[src/rtl/cdc_tx_arbiter_pkg.sv]
// cdc_tx_arbiter_pkg: FSM state encoding and default payload width for cdc_tx_arbiter.
package cdc_tx_arbiter_pkg;
  typedef enum logic [1:0] {IDLE = 2'd0, SEND = 2'd1, WAIT_ACK = 2'd2} state_t;
  localparam int CDC_TX_WIDTH = 5;
endpackage

[src/rtl/cdc_tx_arbiter_sync.sv]
// cdc_tx_arbiter_sync: 2-flop synchronizer with active-low asynchronous reset.
module cdc_tx_arbiter_sync #(
  parameter int WIDTH = 1
) (
  input  logic             clk,
  input  logic             rst_n,
  input  logic [WIDTH-1:0] d,
  output logic [WIDTH-1:0] q
);
  logic [WIDTH-1:0] meta;
  always_ff @(posedge clk or negedge rst_n)
    if (!rst_n) {q, meta} <= '0;
    else {q, meta} <= {meta, d};
endmodule

[src/rtl/cdc_tx_arbiter.sv]
// cdc_tx_arbiter: 2-requester round-robin arbiter feeding a toggle-handshake CDC sender.
// Define CDC_TX_ACK_SYNC_EN to pass the returning ack toggle through a 2-flop synchronizer.
module cdc_tx_arbiter
  import cdc_tx_arbiter_pkg::*;
#(
  parameter int WIDTH = CDC_TX_WIDTH
) (
  input  logic             cdc_clk,
  input  logic             cdc_rst,
  input  logic             req0_valid,
  input  logic             req1_valid,
  input  logic [WIDTH-1:0] req0_data,
  input  logic [WIDTH-1:0] req1_data,
  output logic             req0_ready,
  output logic             req1_ready,
  output logic [WIDTH-1:0] cdc_data,
  output logic             cdc_req_tgl,
  input  logic             cdc_ack_tgl,
  output logic             busy,
  output logic             grant_id
);
  state_t state, state_nxt;
  logic last, ack_s, gnt, take, ack_match;
`ifdef CDC_TX_ACK_SYNC_EN
  cdc_tx_arbiter_sync #(.WIDTH(1)) u_ack_sync (
    .clk   (cdc_clk),
    .rst_n (~cdc_rst),
    .d     (cdc_ack_tgl),
    .q     (ack_s)
  );
`else
  assign ack_s = cdc_ack_tgl;
`endif
  // ready is gated by reset too so it drops without waiting for an edge
  always_comb begin
    gnt        = (req0_valid && req1_valid) ? ~last : ~req0_valid;
    take       = (state == IDLE) && !cdc_rst && (req0_valid || req1_valid);
    ack_match  = (state == WAIT_ACK) && (ack_s == cdc_req_tgl);
    req0_ready = take && !gnt;
    req1_ready = take && gnt;
    busy       = state != IDLE;
    state_nxt  = (state == IDLE)     ? (take ? SEND : IDLE) :
                 (state == SEND)     ? WAIT_ACK :
                 (state == WAIT_ACK) ? (ack_match ? IDLE : WAIT_ACK) : IDLE;
  end
  always_ff @(posedge cdc_clk or posedge cdc_rst)
    if (cdc_rst) begin
      state       <= IDLE;
      cdc_req_tgl <= 1'b0;
      cdc_data    <= '0;
      grant_id    <= 1'b0;
      last        <= 1'b1;
    end else begin
      state <= state_nxt;
      if (take) begin
        cdc_data <= gnt ? req1_data : req0_data;
        grant_id <= gnt;
      end
      if (state == SEND) cdc_req_tgl <= ~cdc_req_tgl;
      if (ack_match) last <= grant_id;
    end
endmodule

[config.mk]
export PLATFORM = sky130hd
export DESIGN_NAME = cdc_tx_arbiter
export DESIGN_NICKNAME = d
export VERILOG_FILES = /design/src/rtl/cdc_tx_arbiter_pkg.sv /design/src/rtl/cdc_tx_arbiter_sync.sv /design/src/rtl/cdc_tx_arbiter.sv
export SDC_FILE = /design/constraint.sdc
export NUM_CORES = 1
export LEC_CHECK = 0
export CAP_MARGIN = 20
export CORE_MARGIN = 5
export CORE_UTILIZATION = 33
export CTS_CLUSTER_SIZE = 12
export DETAILED_ROUTE_END_ITERATION = 7
export PLACE_DENSITY = 0.71
export SETUP_SLACK_MARGIN = 0.02
export SKIP_LAST_GASP = 1
export SYNTH_ARGS = -nofsm -noshare
export SYNTH_HDL_FRONTEND = slang
export SYNTH_SLANG_ARGS = --single-unit
[constraint.sdc]
create_clock -name cdc_clk -period 1.3 [get_ports cdc_clk]
set_input_delay 0.13 -clock cdc_clk [delete_from_list [all_inputs] [get_ports cdc_clk]]
set_output_delay 0.13 -clock cdc_clk [all_outputs]
set_load 0.05 [all_outputs]
Word level (Yosys, flattened, before mapping)
Cells that the tools add are included.
- input bits: 15
- output and inout bits: 10
- logic and storage cells: 29
- flip-flop bits (word level): 10
- reduce and logical (&&, ||, !) cells: 11
- equal/unequal tests: 3
- muxes and demuxes: 7
- bitwise gates (word level): 3
- operators by type and width (kind ; number):
    two-way mux 2 bit ; 4
    logical AND 1 bit ; 6
    two-way mux 5 bit ; 1
    inverter 1 bit ; 3
    == test 2 x 1 -> 1 bit (second input constant) ; 1
    == test 2 bit (second input constant) ; 1
    logical NOT 1 bit ; 2
    logical NOT 2 bit ; 1
    two-way mux 1 bit ; 2
    nonzero test 2 bit ; 1
    == test 1 bit ; 1
    logical OR 1 bit ; 1

Longest topological paths before layout
- word-level depth: 6
- mapped depth: 4
- mapped depth without buffers: 3

Least setup slack after synthesis
Ideal clock, no wire load.
- kind: flip-flop to flip-flop
- start point: register state[1]
- end point: register cdc_data[0]
- setup slack: -0.049 ns
- setup time: 0.168 ns
- cell stages (with the launch flop): 5
- clock period less this slack: 1.349 ns
- arrival: 1.180 ns
- path buffers: 1
- cell sequence: dfrtp_1 > nor3_2 > and3_2 > buf_2 > a222oi_1
- cells in the longest elaborated chain, start to end: 3
- RTL lines (element ; RTL line ; text):
    from (decl) ; cdc_tx_arbiter.sv:22 ; state_t state, state_nxt;
    from (signal assigned) ; cdc_tx_arbiter.sv:54 ; state <= state_nxt;
    logical NOT 2 bit ; cdc_tx_arbiter.sv:37 ; take = (state == IDLE) && !cdc_rst && (req0_valid || req1_valid);
    logical AND 1 bit (2 in series) ; cdc_tx_arbiter.sv:37 ;
    to (signal assigned) ; cdc_tx_arbiter.sv:56 ; cdc_data <= gnt ? req1_data : req0_data;
    to (decl) ; cdc_tx_arbiter.sv:16 ; output logic [WIDTH-1:0] cdc_data,
No other way between the ends.
A chain may end at the register's enable or synchronous reset.

Worst setup path in the final report
- start point: register state[1]
- end point: output req1_ready
- cells in the longest elaborated chain, start to end: 4
- RTL lines (element ; RTL line ; text):
    logical NOT 2 bit ; cdc_tx_arbiter.sv:37 ;
    logical AND 1 bit (2 in series) ; cdc_tx_arbiter.sv:37 ;
    logical AND 1 bit ; cdc_tx_arbiter.sv:40 ; req1_ready = take && gnt;
    to (decl) ; cdc_tx_arbiter.sv:15 ; output logic req1_ready,
No other way between the ends.

==> run summary <==
The routed wire length per instance was 12.3 microns; the relative area change from synthesis to final layout was 87.5%. Counting cells, the worst reg-to-reg path comes to 4. The total clock buffers created by CTS was 3; the synthesized area per cell was 9.81 sq um.

The logs give 18 for the count of cell types in the netlist and 65 for the net count after synthesis. The highest fanout seen on the critical path is 3. The final period utilization came out at 106%.

The maximum vdd drop was 1460 uV; the post-layout utilization of the core was 63.3%. The cell sitting at the root of the clock tree is a clkbuf_4. Insertion delay to the later sink of the worst-skew pair: 260 ps. For the number of failing setup endpoints in the final timing report, the log shows 6.

The clock network is responsible for 11.5% of the overall power. The logs give 1190 microns for the total wire length and 253 sq um for the register area. Multi-input gate area in the final layout: 166 sq um.

Counting flops and latches in the post-synthesis netlist gives 10. By area the synthesized netlist is led by dfrtp_1 (46%), inv_1 (14%), a222oi_1 (10%), dfstp_2 (5.4%), xnor2_1 (3.6%). The analysis attributes to net switching a power of 1010 uW. The number of warning messages in the yosys log came out at 0. Once the floorplan was initialized, standard cells occupied 33.7% of the core. The detailed router finished its first iteration with 13 violations. The number of maximum-capacitance constraint violations is 0.

Once detailed placement completed, the half-perimeter wirelength came to 918 microns. Number of hold violations in the final report: 0. The startpoint-to-endpoint class of the critical path was reg -> out.

The worst slack on hold paths was 197 ps. For the number of hold-repair buffers added at the cts stage, the log shows 0. The count of nets left with antenna violations once routing finished came out at 0. The upper clock frequency limit is 0.729 GHz. The net count of the finished layout is 97. The logs give 2 for the largest buffer count on any clock path and 51.3% for the sequential fraction of the synthesis area. The fraction of registers with async set/reset is 100%.

The region available for standard cell placement spans 1450 sq um. The run gives 119 as the number of filler cells placed in the layout. The cell area that synthesis handed to floorplanning was 490 sq um.

The area share of the largest cell type after synthesis was 45.9%; the leakage dissipation was 0.000467 uW. The run gives 1 as the level count of the clock H-tree. The number of top-level design ports was 25; the row count was 14. Measured against its own limit, the worst slew margin works out to 74.8%. The first global-routing pass estimated 2080 microns of wire. Total vias in the final route: 460. The tools report the antenna diode count as 0. The flow ran to the end, but the final reports show violations.

Across every metal layer, demand over resource in global routing totals 10.7%. The number of vias per cell after detailed routing came out at 4.74. TritonCTS built the clock tree.

Setup repair after global routing could not meet its margin everywhere. The checks that failed: negative setup slack. The most instantiated library cell after synthesis was inv_1. Counting I/O delays and the setup requirement, the final critical path takes 1370 ps.

The congestion estimate from routability-driven global placement came to 0.699. Entering global routing, the biggest net connects 11 pins. The cell taking the most area after synthesis was dfrtp_1. The initial antenna violation count was 0; the power density over cell area was 2640 nW/um^2. The tightest min-delay check is of the in -> async type.

The proportion of layout cells with a drive suffix above 1 came out at 32.1%. The maximum clock skew at final layout is 0.659 ps, and the proportion of total power due to net switching is 41.8%. Measured along the y axis, the die boundary spans 48.6 microns. In this run the horizontal extent of the chip is 48.6 microns. In the routed design, unresolved DRC markers number 0. For the internal power summed over all cells, the log shows 1410 uW.

The pre-CTS setup slack was -176 ps. The most used flip-flop cell after synthesis was dfrtp_1. Data on the critical path is required at its endpoint by 1170 ps. The first detailed-routing pass took 4 iterations.

The number of global-route vias before repair is 454, and the number of sinks on the clock net is 10. After global routing the overflow that remains totals 0. The number of cells produced by synthesis is 50. Sorting the synthesized cells by how often they occur yields inv_1 (18), dfrtp_1 (9), a222oi_1 (5). For the pin with the worst max-slew slack, the measured transition is 377 ps. Buffers placed on the I/O ports in this run total 24. The number of enable flip-flop cells after synthesis is 0, and the accumulated negative setup slack is -225 ps.

The combinational share of power was 61.9%. The type of element launching the critical path was a register. STA classifies the critical path endpoint as an output pin. The floorplan step defined a die boundary enclosing 2360 sq um. The clock-pin slew reported for the worst setup and hold paths after clock tree synthesis was 70 ps. STA puts the critical path data arrival time at 1240 ps. The final worst slack is -72.7 ps, and the sequential share of power is 26.6%. The final-report max-slew violation count came out at 0.
-- power groups by stage --
stage | clock (uW) | sequential [uW] | combinational [uW]
after detailed placement | 0 | 647 | 1430
final | 278 | 645 | 1500
after CTS | 283 | 648 | 1500
after floorplan | 0 | 965 | 387
after global routing | 299 | 668 | 1580
after global placement | 0 | 641 | 1410
-- placed cells by master (no fill, tap or decap), drive strengths merged --
cell           instances
a222oi                 5
dfstp                  1
mux2                   1
nand2b                 2
xnor2                  2
o21ai                  2
nand3b                 1
nor3                   1
inv                   18
or2b                   1
buf                   15
nand2                  1
or2                    1
clkdlybuf4s50         14
dfrtp                  9
clkbuf                 4
and3                   2
a21oi                  1
-- through the flow --
| step | total power, uW | instances | cell area, sq um |
|---|---|---|---|
| 2_1_floorplan | 1350 | 50 | 494 |
| 3_3_place_gp | 2050 | 90 | 838 |
| 3_5_place_dp | 2080 | 90 | 838 |
| 4_1_cts | 2430 | 96 | 908 |
| 5_1_grt | 2550 | 97 | 920 |
| 6_report | 2430 | 97 | 920 |
-- worst max-delay path, stage by stage, from the launching register on --
cell and delay, ps:
dfrtp_1 390, nor3_2 210, and3_4 240, buf_12 130
-- worst paths after layout --
| path | start | endpoint | slack (ps) |
|---|---|---|---|
| max | state[1] | req1_ready | -70 |
| min in group cdc_clk | req0_data[2] | cdc_data[2] | 440 |
| min reg2reg | cdc_req_tgl | cdc_req_tgl | 540 |
| min | cdc_rst | grant_id | 200 |
| max in group asynchronous | cdc_rst | last | 790 |
| max reg2reg | last | cdc_data[0] | -40 |
-- flip-flops by register name, indices dropped and copies added (netlist names) --
name         flops
cdc_data         5
cdc_req_tgl      1
grant_id         1
last             1
state            2
-- layer usage --
| layer | wire [microns] | global-route usage (%) |
|---|---|---|
| met3 | 118 | 4.91 |
| met5 | 0 | 0 |
| met2 | 560 | 17.6 |
| met1 | 503 | 12.6 |
| met4 | 10 | 2.69 |
-- area by class of cell --
type | instances | share of cell area [%]
inverters | 18 | 7.35
repair buffers | 29 | 41.0
multi-input cells | 20 | 18.1
well taps | 16 | 2.18
flip-flops and latches | 10 | 27.5
clock buffers | 4 | 3.95
-- what timing repair did --
action                                 CTS  global route
pin swaps                                8             3
setup endpoints to repair                8             8
gates resized for setup                  6             1
endpoints found under the hold margin    0             0
setup buffers                            2             1
-- logic make-up (layout without fill, tap and decap cells) --
family	Yosys count	after routing	share of synthesized area (%)
flops	10	10	51.3
mux	1	1	2.30
compound gates	8	8	13.3
buf+inv	20	51	17.1
xor+xnor	2	2	3.57
simple gates	9	9	12.5
Note: power is estimated with default switching activity, not from simulation.
